## src/rtl/switch_conditioner_pkg.sv

```systemverilog
// Shared types and board timing constants for the switch conditioner and LED sequencer.
package switch_conditioner_pkg;

  typedef enum logic [2:0] {
    RELEASED,
    PRESS_PENDING,
    PRESSED,
    LONG,
    RELEASE_PENDING
  } switch_conditioner_state_t;

  // Default timings for a 100 MHz system clock.
  localparam int unsigned DEBOUNCE_10MS_100MHZ  = 1000000;
  localparam int unsigned LONG_PRESS_2S_100MHZ  = 200000000;
  localparam int unsigned LED_STEP_500MS_100MHZ = 50000000;
  localparam int unsigned LED_PERIOD_1S_100MHZ  = 100000000;

endpackage

```

## src/rtl/sync_ff_chain.sv

```systemverilog
// Multi-flop synchronizer for an asynchronous single-bit board input.
module sync_ff_chain #(
  parameter int unsigned SYNC_STAGES = 2
) (
  input  logic clk,
  input  logic reset,
  input  logic d_i,
  output logic q_o
);

  logic [SYNC_STAGES-1:0] sync_q;

  // Shift the raw level through the chain; oldest sample is the synchronized output.
  always_ff @(posedge clk or posedge reset) begin
    if (reset) begin
      sync_q <= '0;
    end else begin
      sync_q <= {sync_q[SYNC_STAGES-2:0], d_i};
    end
  end

  assign q_o = sync_q[SYNC_STAGES-1];

endmodule

```

## src/rtl/switch_conditioner.sv

```systemverilog
// Debounces a raw switch into a clean level with press/release/long-press pulses
// and a wrapping count of accepted presses.
module switch_conditioner
  import switch_conditioner_pkg::*;
#(
  parameter int unsigned SYNC_STAGES       = 2,
  parameter int unsigned DEBOUNCE_CYCLES   = DEBOUNCE_10MS_100MHZ,
  parameter int unsigned LONG_PRESS_CYCLES = LONG_PRESS_2S_100MHZ,
  parameter int unsigned CNT_W             = 28,
  parameter int unsigned PRESS_CNT_W       = 16
) (
  input  logic                   clk,
  input  logic                   reset,
  input  logic                   sw_raw,
  output logic                   sw_clean,
  output logic                   press_pulse,
  output logic                   release_pulse,
  output logic                   long_press_pulse,
  output logic                   long_held,
  output logic [PRESS_CNT_W-1:0] press_count
);

  localparam logic [CNT_W-1:0] DEB_LIM  = CNT_W'(DEBOUNCE_CYCLES);
  localparam logic [CNT_W-1:0] HOLD_LIM = CNT_W'(LONG_PRESS_CYCLES);
  localparam logic [CNT_W-1:0] CNT_ONE  = CNT_W'(1);

  logic sw_sync;

  switch_conditioner_state_t state_q, state_d;
  logic [CNT_W-1:0]       deb_cnt_q, deb_cnt_d;
  logic [CNT_W-1:0]       hold_cnt_q, hold_cnt_d;
  logic                   ret_long_q, ret_long_d;
  logic                   clean_q, clean_d;
  logic                   press_pulse_q, press_pulse_d;
  logic                   release_pulse_q, release_pulse_d;
  logic                   long_pulse_q, long_pulse_d;
  logic                   long_held_q, long_held_d;
  logic [PRESS_CNT_W-1:0] press_count_q, press_count_d;

  sync_ff_chain #(
    .SYNC_STAGES(SYNC_STAGES)
  ) u_sync (
    .clk  (clk),
    .reset(reset),
    .d_i  (sw_raw),
    .q_o  (sw_sync)
  );

  // State, counters and registered outputs; everything clears on reset so no pulse escapes.
  always_ff @(posedge clk or posedge reset) begin
    if (reset) begin
      state_q         <= RELEASED;
      deb_cnt_q       <= '0;
      hold_cnt_q      <= '0;
      ret_long_q      <= 1'b0;
      clean_q         <= 1'b0;
      press_pulse_q   <= 1'b0;
      release_pulse_q <= 1'b0;
      long_pulse_q    <= 1'b0;
      long_held_q     <= 1'b0;
      press_count_q   <= '0;
    end else begin
      state_q         <= state_d;
      deb_cnt_q       <= deb_cnt_d;
      hold_cnt_q      <= hold_cnt_d;
      ret_long_q      <= ret_long_d;
      clean_q         <= clean_d;
      press_pulse_q   <= press_pulse_d;
      release_pulse_q <= release_pulse_d;
      long_pulse_q    <= long_pulse_d;
      long_held_q     <= long_held_d;
      press_count_q   <= press_count_d;
    end
  end

  // Debounce/hold FSM: a level is accepted only after staying put for DEBOUNCE_CYCLES
  // past entry into a pending state. The hold counter freezes across a release glitch.
  always_comb begin
    state_d         = state_q;
    deb_cnt_d       = deb_cnt_q;
    hold_cnt_d      = hold_cnt_q;
    ret_long_d      = ret_long_q;
    clean_d         = clean_q;
    press_pulse_d   = 1'b0;
    release_pulse_d = 1'b0;
    long_pulse_d    = 1'b0;
    long_held_d     = long_held_q;
    press_count_d   = press_count_q;

    case (state_q)
      RELEASED: begin
        if (sw_sync) begin
          state_d   = PRESS_PENDING;
          deb_cnt_d = CNT_ONE;
        end
      end

      PRESS_PENDING: begin
        if (!sw_sync) begin
          state_d   = RELEASED;
          deb_cnt_d = '0;
        end else if (deb_cnt_q == DEB_LIM) begin
          state_d       = PRESSED;
          clean_d       = 1'b1;
          press_pulse_d = 1'b1;
          press_count_d = press_count_q + PRESS_CNT_W'(1);
          hold_cnt_d    = CNT_ONE;
        end else begin
          deb_cnt_d = deb_cnt_q + CNT_ONE;
        end
      end

      PRESSED: begin
        if (!sw_sync) begin
          state_d    = RELEASE_PENDING;
          ret_long_d = 1'b0;
          deb_cnt_d  = CNT_ONE;
        end else if (hold_cnt_q == HOLD_LIM) begin
          state_d      = LONG;
          long_pulse_d = 1'b1;
          long_held_d  = 1'b1;
        end else begin
          hold_cnt_d = hold_cnt_q + CNT_ONE;
        end
      end

      LONG: begin
        if (!sw_sync) begin
          state_d    = RELEASE_PENDING;
          ret_long_d = 1'b1;
          deb_cnt_d  = CNT_ONE;
        end
      end

      RELEASE_PENDING: begin
        if (sw_sync) begin
          // Glitch: return to where we came from with the hold count untouched.
          state_d = ret_long_q ? LONG : PRESSED;
        end else if (deb_cnt_q == DEB_LIM) begin
          state_d         = RELEASED;
          clean_d         = 1'b0;
          long_held_d     = 1'b0;
          release_pulse_d = 1'b1;
        end else begin
          deb_cnt_d = deb_cnt_q + CNT_ONE;
        end
      end

      default: begin
        state_d = RELEASED;
      end
    endcase
  end

  assign sw_clean         = clean_q;
  assign press_pulse      = press_pulse_q;
  assign release_pulse    = release_pulse_q;
  assign long_press_pulse = long_pulse_q;
  assign long_held        = long_held_q;
  assign press_count      = press_count_q;

endmodule

```

## config.mk

```make
export PLATFORM = sky130hd
export DESIGN_NAME = switch_conditioner
export DESIGN_NICKNAME = d
export VERILOG_FILES = /design/src/rtl/switch_conditioner_pkg.sv /design/src/rtl/sync_ff_chain.sv /design/src/rtl/switch_conditioner.sv
export SDC_FILE = /design/constraint.sdc
export NUM_CORES = 1
export LEC_CHECK = 0
export BUFFER_PORTS_ARGS = -buffer_cell sky130_fd_sc_hd__buf_2
export CORE_ASPECT_RATIO = 1.1
export CORE_UTILIZATION = 45
export CTS_CLUSTER_SIZE = 20
export DETAILED_ROUTE_END_ITERATION = 6
export SYNTH_ARGS = -nofsm -noshare
export SYNTH_HDL_FRONTEND = slang
export SYNTH_HIERARCHICAL = 1
export SYNTH_SLANG_ARGS = --single-unit
```

## constraint.sdc

```tcl
create_clock -name clk -period 5.3 [get_ports clk]
set_clock_uncertainty 0.1 [all_clocks]
set_input_delay 0.265 -clock clk [delete_from_list [all_inputs] [get_ports clk]]
set_output_delay 0.265 -clock clk [all_outputs]
set_load 0.02 [all_outputs]
```

# After elaboration in Yosys (flattened, before gate mapping)
# Index checks and enable logic that the tools add are counted.
# W data, S select, Z words.
# classes
addsub	3
mul	0
n_div	0
n_lt_le_gt_ge	0
eq_ne	20
shifts	0
n_mux	40
bitwise	0
reduce_logical	14
# ops
cell	count
$mux W28	9
$pmux W28 S4	1
$add A28 B1 Y28 const B	2
$pmux W28 S2	1
$eq A28 B20 Y1 const B	1
$eq A28 B28 Y1 const B	1
$mux W3	8
$reduce_and A5 Y1	4
$mux W1	17
$add A16 B1 Y16 const B	1
$ne A2 B2 Y1 const B	8
$pmux W3 S5	1
$reduce_bool A2 Y1	4
$eq A3 B2 Y1 const B	2
$ne A2 B1 Y1 const B	3
$ne A3 B3 Y1 const B	2
$pmux W1 S2	3
$reduce_and A3 Y1	2
$reduce_and A4 Y1	1
$reduce_bool A4 Y1	1
$eq A3 B1 Y1 const B	1
$eq A3 B3 Y1 const B	1
$logic_not A3 Y1	1
$ne A3 B2 Y1 const B	1
$reduce_or A2 Y1	1
# totals
ff_bits	83
latchBits	0
mem_bits_rw	0
rom_bits	0
in_bits	3
out_inout_bits	21
wordCells	88
memories	0

# Depth between registers and ports, before layout
# depth
depth_word	4
ltp_mapped	9
mapped_depth_nobuf	7

# Hierarchy
# Netlist, hierarchy kept.
# modules_own_cells
module	n_inst	cells_per_inst	area_each_um2	seq_area_each_um2
switch_conditioner	1	467	4340.4	2026.9
sync_ff_chain	1	3	53.8	50.0

# Least setup slack after synthesis
# Ideal clock, no wire load.
# synth_path
path_type	register -> register
start	register deb_cnt_q[7]
end	register press_count_q[15] (netlist: press_count[15])
setup_ns	0.129
arrival_ns	2.421
t_required_ns	5.071
path_slack_ns	2.651
stages_incl_launch_ff	7
path_buffers	1
period_less_slack_ns	2.649
cell_sequence	dfrtp_1 or4_1 or4_1 or2_1 buf_6 or4_4 xnor2_2
# synth_via
elab_chain_cells	2
# synth_lines
element	line_no	text
from (decl)	switch_conditioner.sv:30	logic [CNT_W-1:0] deb_cnt_q, deb_cnt_d;
from (signal assigned)	switch_conditioner.sv:64	deb_cnt_q <= deb_cnt_d;
$eq A28 B20 Y1	switch_conditioner.sv:102	end else if (deb_cnt_q == DEB_LIM) begin
$reduce_and A3 Y1 (no source line)	n/a	
to (signal assigned)	switch_conditioner.sv:72	press_count_q <= press_count_d;
to (decl)	switch_conditioner.sv:38	logic [PRESS_CNT_W-1:0] press_count_q, press_count_d;
# Every way passes these cells.
# A chain may end at the register's enable or synchronous reset.

# Worst setup path after layout
# layout_path
start	register u_sync.sync_q[1]
end	register hold_cnt_q[19]
# layout_via
elab_chain_cells	2
word_cells_on_any_way	3
classes_between	eq/ne: 2; reduce/logical: 1
# layout_lines
element	line_no	text
from (decl)	sync_ff_chain.sv:11	logic [SYNC_STAGES-1:0] sync_q;
from (signal assigned)	sync_ff_chain.sv:18	sync_q <= {sync_q[SYNC_STAGES-2:0], d_i};
$ne A2 B1 Y1 (no source line)	n/a	
$reduce_and A5 Y1 (no source line) (*)	n/a	
to (signal assigned)	switch_conditioner.sv:65	hold_cnt_q <= hold_cnt_d;
to (decl)	switch_conditioner.sv:31	logic [CNT_W-1:0] hold_cnt_q, hold_cnt_d;
# Mark *: on every way between the ends. The rest lies on a longest branch, timed or not.

==> results.ini <==
[outcome]
outcome = complete, no violations

[placed_design]
dp_slack_ns = 2.33
place_hpwl_um = 5990
globalplace.congestion = 0.773
port_buffers = 23

[timing]
rsz_0062_raised_after_global_routing = no
timing.final.crit_period_ns = 3.02
report.final.slew_viol_count = 0
layout_setup_ws_ns = 2.28
final.period_utilization = 0.569
relSlewSlack = 0.264
clock.fmax_mhz = 332
report.final.setup_viol = 0
report.final.hold_viol_count = 0
setup_total_negative_slack_ns = 0
worst_pin_slew_ns = 1.10

[logic_synthesis]
netlist.top_cell.by_area = sky130_fd_sc_hd__dfrtp_1
synthFlopType = sky130_fd_sc_hd__dfrtp_1
area_share_of_xor_xnor_cells_in_the_synthesized_design = 0.0814
ys_ff_latch = 83
dominant_combinational_cell_family_by_area_after_synthesis = simple AND/OR/NAND/NOR gates
synth_largest_type_area_fraction = 0.473
yosysWarnings = 6
synth.net_count = 478
netlist_top_cells_count = sky130_fd_sc_hd__dfrtp_1 (83), sky130_fd_sc_hd__nor2_1 (39), sky130_fd_sc_hd__nand2_1 (35), sky130_fd_sc_hd__o21ai_0 (26)
synth_compound_area_frac = 0.109
synth.area.top_cells = sky130_fd_sc_hd__dfrtp_1 (47%), sky130_fd_sc_hd__xnor2_1 (4.8%), sky130_fd_sc_hd__nor2_1 (3.3%)
synth.area.mux_share = 0.00968
yosysMostFrequentCell = sky130_fd_sc_hd__dfrtp_1
syn_avg_cell_area_um2 = 9.35
post_synth_and_or_nand_nor_area_fraction = 0.273
async_flop_share = 1.00
synth_area_in_adders = 0.0142
ys_types = 52
synth-seq-area-share = 0.473
cell_area_synth_um2 = 4390
syn_inst = 470
number_of_synthesized_flops_with_an_enable_pin = 0

[worst_setup_path]
cp_data_arrival_time_ns = 3.15
end_kind = register
rr_startpoint = u_sync/sync_q[1]
critical_path_peak_fanout = 19
timing.critical_path.required_ns = 5.43
worstSetupStartpoint = u_sync/sync_q[1]
crit_type = register to register
cp_launch_type = register

[global_route]
gr-total-overflow = 0
grt_antenna_before_repair = 0
track_usage = 0.200
grt_max_degree = 82
grt_pass1_wl_um = 15800
via_count_of_the_first_global_routing_pass = 3326

[layout]
area_growth_pct = 9.11
layout_cells_sized_above_1 = 0.110
num_antenna_cells = 0
utilization = 0.508
final_net_count = 495

[clocking]
cts_tree = done
cts_num_sinks = 83
htree_num_levels = 3
cts.reportedPaths.clkPinSlew_ns = 0.08
cts.root.buffer_cell = sky130_fd_sc_hd__clkbuf_8
clk-insertion-delay-late_ns = 0.36
cts_inserted_buffers = 9
clockBufferDepth = 2

[power_and_ir_drop]
power.total_mw = 1.16
switching_share = 0.240
combinationalPowerShare = 0.036
internal-power_mw = 0.880
clock_power_share = 0.408
power_density_nw_per_um2 = 242
sequentialPowerShare = 0.556
p_leak_nw = 2.03
netSwitchingPower_mw = 0.279
vdd.ir_drop.worst_mv = 0.107

[drt]
average_wire_per_cell_in_the_routed_design_um = 15.0
drt_drc_violations_left = 0
drtAntennaViolNets = 0
drt_iter0_drc = 220
drtPass1Iterations = 4
routed_wirelength_um = 9160
detail_route.vias_per_cell = 5.81
vias = 3537

[floorplan]
ios = 24
fp.dieW_um = 96.2
initial_core_util = 0.465
fp.dieArea_um2 = 10200
core_region_area_um2 = 9440
dieHeight_um = 106
rows = 37

[worst_hold_path]
hp-class = primary input to asynchronous set/reset pin

[job]
maxCapViolations = 0

cell usage in the layout (no fill, tap or decap), types with 3 or more instances in the layout:
cell	netlist	routed
sky130_fd_sc_hd__dfrtp_1	83	83
sky130_fd_sc_hd__nor2_1	39	39
sky130_fd_sc_hd__nand2_1	35	35
sky130_fd_sc_hd__nand3_1	25	25
sky130_fd_sc_hd__a21oi_1	25	25
sky130_fd_sc_hd__o21ai_0	26	25
sky130_fd_sc_hd__xnor2_1	24	24
sky130_fd_sc_hd__buf_2	4	23
sky130_fd_sc_hd__nor3_1	21	20
sky130_fd_sc_hd__nand4_1	20	20
sky130_fd_sc_hd__inv_1	17	16
sky130_fd_sc_hd__nor4_1	15	15
sky130_fd_sc_hd__xor2_1	15	15
sky130_fd_sc_hd__or3_1	14	14
sky130_fd_sc_hd__or4_1	13	13
sky130_fd_sc_hd__clkbuf_8	1	10
sky130_fd_sc_hd__and3_1	9	9
sky130_fd_sc_hd__o31ai_1	8	8
sky130_fd_sc_hd__o211ai_1	8	8
sky130_fd_sc_hd__nor4b_1	7	7
sky130_fd_sc_hd__ha_1	5	5
sky130_fd_sc_hd__and4_1	4	4
sky130_fd_sc_hd__o21a_1	3	3
sky130_fd_sc_hd__clkinvlp_4	0	3
logic make-up (layout without fill, tap and decap cells):
group / count (synthesis) / count (layout)
xor gates and xnor gates: 40 / 40
muxes: 4 / 4
DFF: 83 / 83
adders and majority gates: 5 / 5
and+or+nand+nor: 219 / 219
buffers and inverters: 39 / 61
AOI/OAI and AO/OA: 80 / 80
area by class of cell:
cell class                 count  area [um^2]
fill                         881         4650
multi-input combinational    348         2150
sequential                    83         2080
timing repair buffer          27          150
tap                          117          146
clock buffer                  11          141
inverter                      18         68.8
clock inverter                 5         61.3
power by group through the flow:
stage	Combinational [mW]	Sequential [mW]	Clock, mW
after floorplan	0.0342	0.653	0
after global placement	0.0412	0.657	0
after detailed placement	0.0414	0.658	0
after CTS	0.0428	0.645	0.487
after global routing	0.0483	0.647	0.508
final	0.0412	0.645	0.473
routing by layer:
layer  GRT usage  routed length (um)
met1       0.274                4420
met5           0                   0
met2       0.312                4380
met4      0.0810                 141
met3      0.0303                 213
critical path, stage by stage, from the launching register on:
cell                       delay (ns)
sky130_fd_sc_hd__dfrtp_1         0.67
sky130_fd_sc_hd__nor4bb_1        0.70
sky130_fd_sc_hd__nand4_1         0.66
sky130_fd_sc_hd__nor4_1          0.53
sky130_fd_sc_hd__xnor2_1         0.16
sky130_fd_sc_hd__nor2_1          0.06
sequential cells by signal, indices dropped and copies added, names as in the netlist:
signal	cells
press_count	16
release_pulse	1
long_press_pulse	1
state_q	3
u_sync/sync_q	2
press_pulse	1
sw_clean	1
deb_cnt_q	28
long_held	1
ret_long_q	1
hold_cnt_q	28
through the flow:
step                      cell area [um^2]  hold slack, ns  std cells
final                                 4790           0.203        609
after global routing                  4790           0.221        609
after CTS                             4790           0.185        609
after detailed placement              4570          0.0371        591
after global placement                4570          0.0344        591
after floorplan                       4390         -0.0938        470
worst paths after layout:
| check | slack (ns) | cells after the start | to |
|---|---|---|---|
| max | 2.28 | 5 | hold_cnt_q[19] |
| max reg2reg | 2.28 | 5 | hold_cnt_q[19] |
| min reg2reg | 0.25 | 0 | u_sync/sync_q[1] |
| max in group asynchronous | 3.78 | 4 | hold_cnt_q[12] |
| min | 0.20 | 3 | u_sync/sync_q[0] |
| min in group clk | 0.25 | 0 | u_sync/sync_q[1] |
repair_timing:
action,CTS,global route
hold buffers,2,0
resized for setup,0,0
endpoints found under the hold margin,3,0
buffers inserted,0,0
(Power assumes the default switching activity.)
